--- config.mk ---
export PLATFORM = sky130hd
export DESIGN_NAME = fetch_ctrl
export DESIGN_NICKNAME = d
export VERILOG_FILES = /design/src/rtl/fetch_pkg.sv /design/src/rtl/fetch_ctrl_pc_reg.sv /design/src/rtl/fetch_ctrl.sv
export SDC_FILE = /design/constraint.sdc
export NUM_CORES = 1
export LEC_CHECK = 0
export CORE_AREA = 4 4 129 131
export DETAILED_ROUTE_END_ITERATION = 10
export DIE_AREA = 0 0 133 135
export GPL_ROUTABILITY_DRIVEN = 0
export PLACE_DENSITY = 0.7
export SLEW_MARGIN = 20
export SYNTH_ARGS = -nofsm -noshare
export SYNTH_HDL_FRONTEND = slang
export SYNTH_SLANG_ARGS = --single-unit
--- constraint.sdc ---
create_clock -name clk -period 3.8 [get_ports clk]
set_clock_uncertainty 0.2 [all_clocks]
set_input_delay 0.38 -clock clk [delete_from_list [all_inputs] [get_ports clk]]
set_output_delay 0.38 -clock clk [all_outputs]
set_load 0.02 [all_outputs]
--- src/rtl/fetch_pkg.sv ---
// Shared types and defaults for the instruction fetch controller.
package fetch_pkg;

  typedef enum logic [1:0] {
    IDLE = 2'd0,
    REQ  = 2'd1,
    KILL = 2'd2,
    HOLD = 2'd3
  } state_e;

  localparam logic [31:0] RESET_PC_DEF = 32'h0000_0000;
  localparam int unsigned PC_STEP_DEF  = 4;

  function automatic logic [31:0] align_word(input logic [31:0] addr);
    return {addr[31:2], 2'b00};
  endfunction

endpackage

--- src/rtl/fetch_ctrl_pc_reg.sv ---
// Fetch program counter: synchronous reset, redirect load, sequential increment.
module pc_reg
  import fetch_pkg::*;
#(
  parameter logic [31:0] RESET_PC = RESET_PC_DEF,
  parameter int unsigned PC_STEP  = PC_STEP_DEF
) (
  input  logic        clk,
  input  logic        reset,
  input  logic        load,
  input  logic [31:0] load_addr,
  input  logic        inc,
  output logic [31:0] pc
);

  logic [31:0] pc_d;
  logic [31:0] pc_q;

  always_comb begin
    pc_d = pc_q;
    if (load) begin
      pc_d = load_addr;
    end else if (inc) begin
      pc_d = pc_q + 32'(PC_STEP);
    end
  end

  always_ff @(posedge clk) begin
    if (reset) begin
      pc_q <= RESET_PC;
    end else begin
      pc_q <= pc_d;
    end
  end

  assign pc = pc_q;

endmodule

--- src/rtl/fetch_ctrl.sv ---
// Instruction fetch controller: one outstanding memory request, one held
// instruction, branch redirect with kill of in-flight requests.
module fetch_ctrl
  import fetch_pkg::*;
#(
  parameter logic [31:0] RESET_PC = RESET_PC_DEF,
  parameter int unsigned PC_STEP  = PC_STEP_DEF
) (
  input  logic        clk,
  input  logic        reset,
  input  logic [31:0] b_addr,
  input  logic        z,
  input  logic        b,
  output logic        imem_req,
  output logic [31:0] imem_addr,
  input  logic        imem_ack,
  input  logic [31:0] imem_rdata,
  output logic        inst_valid,
  output logic [31:0] inst,
  output logic [31:0] inst_pc,
  input  logic        inst_ready,
  output logic [31:0] pc
);

  state_e      state_d, state_q;
  logic [31:0] tgt_d, tgt_q;
  logic [31:0] inst_d, inst_q;
  logic [31:0] inst_pc_d, inst_pc_q;
  logic        pc_load;
  logic [31:0] pc_load_addr;
  logic        pc_inc;
  logic        redirect;
  logic [31:0] target;

  assign redirect = b & z;
  assign target   = align_word(b_addr);

  pc_reg #(
    .RESET_PC (RESET_PC),
    .PC_STEP  (PC_STEP)
  ) u_pc_reg (
    .clk       (clk),
    .reset     (reset),
    .load      (pc_load),
    .load_addr (pc_load_addr),
    .inc       (pc_inc),
    .pc        (pc)
  );

  always_comb begin
    state_d      = state_q;
    tgt_d        = tgt_q;
    inst_d       = inst_q;
    inst_pc_d    = inst_pc_q;
    pc_load      = 1'b0;
    pc_load_addr = target;
    pc_inc       = 1'b0;
    unique case (state_q)
      IDLE: begin
        state_d = REQ;
        pc_load = redirect;
      end
      REQ: begin
        if (imem_ack) begin
          if (redirect) begin
            pc_load = 1'b1;
          end else begin
            inst_d    = imem_rdata;
            inst_pc_d = pc;
            state_d   = HOLD;
          end
        end else if (redirect) begin
          tgt_d   = target;
          state_d = KILL;
        end
      end
      KILL: begin
        if (redirect) begin
          tgt_d = target;
        end
        // A redirect coinciding with the ack is the newest target and wins.
        if (imem_ack) begin
          pc_load      = 1'b1;
          pc_load_addr = redirect ? target : tgt_q;
          state_d      = REQ;
        end
      end
      HOLD: begin
        if (redirect) begin
          pc_load = 1'b1;
          state_d = REQ;
        end else if (inst_ready) begin
          pc_inc  = 1'b1;
          state_d = REQ;
        end
      end
      default: state_d = IDLE;
    endcase
  end

  always_ff @(posedge clk) begin
    if (reset) begin
      state_q   <= IDLE;
      tgt_q     <= '0;
      inst_q    <= '0;
      inst_pc_q <= '0;
    end else begin
      state_q   <= state_d;
      tgt_q     <= tgt_d;
      inst_q    <= inst_d;
      inst_pc_q <= inst_pc_d;
    end
  end

  assign imem_req   = (state_q == REQ) || (state_q == KILL);
  assign imem_addr  = pc;
  assign inst_valid = (state_q == HOLD);
  assign inst       = inst_q;
  assign inst_pc    = inst_pc_q;

endmodule

==> impl_metrics.py <==
metrics = {
    "run_status": {
        "status": "complete, no violations",
    },
    "pwr": {
        "netSwitchingPower_mw": 1.103,
        "leakage_nw": 2.903,
        "share_comb_of_total_power_pct": 18.9,
        "ir_drop_v": 0.0003011,
        "power_frac_seq_pct": 38.7,
        "power.share.clock_pct": 42.4,
        "intPower_mw": 2.891,
        "powerDensity_nw_per_um2": 467.6,
        "finalPower_mw": 3.994,
        "swShare_pct": 27.61,
    },
    "floorplanning": {
        "start_util_pct": 38.83,
        "row_count": 46,
        "core_um2": 15600,
        "die_y_um": 135,
        "die_w_um": 133,
        "ioPinCount": 200,
        "die_area_um2": 17960,
    },
    "global_routing": {
        "grt_pass1_wl_um": 28570,
        "met2_usage_pct": 30.47,
        "grt_overflow": 0,
        "grt_max_degree": 68,
        "antenna_found_initial": 1,
        "use_met3_pct": 5.849,
        "grt_pass1_vias": 5475,
        "met1_usage_pct": 26.00,
        "grt_usage_pct": 19.58,
        "top_usage_layer": "met2",
    },
    "timing": {
        "period_share_pct": 73.41,
        "rsz0062_at_grt": "no",
        "tns_ps": 0,
        "fin_crit_ps": 2790,
        "setup_violations": 0,
        "final_max_slew_viol_count": 0,
        "relSlewSlack_pct": 51.93,
        "tightest_slew_ps": 721.0,
        "fmaxAchievable_mhz": 358.5,
        "final_hold_viol_count": 0,
    },
    "placed_design": {
        "io_buffer_count": 197,
        "dpl.hpwl_um": 12010,
        "dp_cells": 1099,
    },
    "setup_path": {
        "cp_max_fo": 14,
        "crit_cells": 5,
        "rr_startpoint": "state_q[1]",
        "start_kind": "flip-flop",
        "path_buf_inv": 0,
        "slowest_stage": "nand4_1",
        "cp.arrival_ps": 2900,
        "cp_cell_sequence": "ha_1 -> a21boi_4 -> nand4_1 -> or3_1 -> a311oi_1",
        "crit_path_end_kind": "flip-flop",
        "crit_required_ps": 3920,
        "cp-startpoint": "state_q[1]",
        "cpPeakStageDelay_ps": 620,
        "worst_r2r_path_depth": 5,
        "path_class": "reg -> reg",
        "cp_top_family": "simple AND/OR/NAND/NOR gates",
    },
    "layout": {
        "antenna-diode-count": 0,
        "drive_gt1_share_pct": 6.776,
        "layout_commonest_cell": "nand2_1",
        "stdcell_count": 1131,
        "final_cell_mix": "nand2_1, clkdlybuf4s50_1, dfxtp_1",
        "finish.utilization_pct": 54.77,
        "fin_nets": 976,
        "syn_to_final_growth_pct": 41.02,
    },
    "cts": {
        "clock_path_buffers": 2,
        "postCtsHoldBufs": 0,
        "cts_root_buf": "clkbuf_16",
        "numCtsBuffers": 17,
        "htreeDepth": 4,
        "cts_sinks": 130,
        "clk_pin_slew_ps": 50,
        "cts_tree": "built",
        "post-cts-setup-buffer-count": 0,
        "cts_resized": 0,
        "clock_latency_ps": 410,
    },
    "logic_synthesis": {
        "synth_edf_count": 0,
        "synth-async-reset-ratio_pct": 0,
        "ys_ff_latch": 130,
        "synthCells": 768,
        "netlist-cell-type-count": 47,
        "syn-num-nets": 842,
        "synth_warnings": 0,
        "synth_area_um2": 6057,
        "syn_avg_cell_area_um2": 7.887,
        "synth-seq-area-share_pct": 42.97,
        "synth_ff_type": "dfxtp_1",
    },
    "worst_hold_path": {
        "hp-start": "tgt_q[14]",
        "holdPathStages": 2,
        "hold_class": "reg -> reg",
    },
    "routing": {
        "drt-pass1-iter-count": 8,
        "wl_per_cell_um": 15.88,
        "routed_wl_um": 17960,
        "avgViaCountPerCell": 5.260,
        "vias": 5949,
        "first_iter_violations": 476,
        "drcViolationCount": 0,
        "postRouteAntennaNets": 0,
    },
    "flow_run": {
        "drv_cap": 0,
    },
}
## power groups by stage
stage	clock network, mW	logic [mW]	registers [mW]
after CTS	1.73	0.759	1.55
after detailed placement	0	0.756	1.58
after floorplan	0	0.375	1.62
final	1.69	0.754	1.55
after global routing	1.79	0.811	1.56
after global placement	0	0.753	1.57
## synthesized netlist by cell type, types with 2 or more instances
| master | number | area share, % |
|---|---|---|
| a211oi_1 | 34 | 4.2 |
| a21oi_1 | 98 | 8.1 |
| nor3_1 | 5 | 0.41 |
| nand3_1 | 17 | 1.4 |
| and3_1 | 30 | 3.1 |
| and4_1 | 6 | 0.87 |
| nor2b_1 | 2 | 0.21 |
| o221a_2 | 2 | 0.37 |
| buf_2 | 11 | 0.91 |
| a311oi_1 | 13 | 1.9 |
| buf_4 | 33 | 4.1 |
| dfxtp_1 | 130 | 43 |
| nor4_1 | 11 | 1.1 |
| o311a_1 | 10 | 1.7 |
| clkbuf_1 | 49 | 3.0 |
| xor2_1 | 5 | 0.72 |
| o211ai_1 | 7 | 0.87 |
| or3_1 | 9 | 0.93 |
| nand4_1 | 14 | 1.4 |
| o31ai_1 | 5 | 0.62 |
| o21ai_0 | 13 | 1.1 |
| and2_1 | 3 | 0.31 |
| inv_1 | 15 | 0.93 |
| nand4_4 | 2 | 0.70 |
| o21ai_1 | 2 | 0.17 |
| nor2_1 | 6 | 0.37 |
| or4_1 | 4 | 0.50 |
| a31o_2 | 5 | 0.72 |
| nand2_1 | 205 | 13 |
| ha_1 | 4 | 0.83 |
| o21a_1 | 2 | 0.25 |
## worst min-delay path, stage by stage (launching register included)
cell and delay [ps]:
dfxtp_1 300, nand2_1 50, a21oi_1 50
## area by class of cell
cell class | instances | area, µm²
Clock inverter | 9 | 127.6
Tap cell | 216 | 270.3
Timing Repair Buffer | 210 | 2092
Fill cell | 1478 | 7056
Inverter | 15 | 56.30
Clock buffer | 23 | 488.0
Multi-Input combinational cell | 528 | 2905
Sequential cell | 130 | 2603
## cell families after synthesis
logic type,count (synthesis),share of synthesized area (%)
buffers and inverters,110,9.234
and+or+nand+nor,318,24.66
adders and majority gates,4,0.8263
DFF,130,42.97
xor gates and xnor gates,5,0.7230
AOI/OAI and AO/OA,200,21.42
muxes,1,0.1653
## worst paths after layout
path,end,slack [ps]
hold reg to reg,tgt_q[14],250
setup reg to reg,u_pc_reg.pc[18],1010
setup / recovery,u_pc_reg.pc[18],1010
hold / removal,tgt_q[14],250
## metal layers
layer  up-vias  share of wire, %  routed length [µm]
met4         2               1.8                 318
met1      2801                45                8051
met5         -             0.072                  13
li1       2954                 -                   -
met3        28               6.4                1152
met2       164                47                8428
## through the flow
step	instance area, µm²	worst slack [ps]	hold slack [ps]
final	8542	1010	248.8
after global placement	7926	875.5	236.9
after CTS	8542	1020	249.7
after floorplan	6057	1515	231.9
after detailed placement	7926	820.1	242.2
after global routing	8542	780.9	265.6
(Power assumes the default switching activity.)
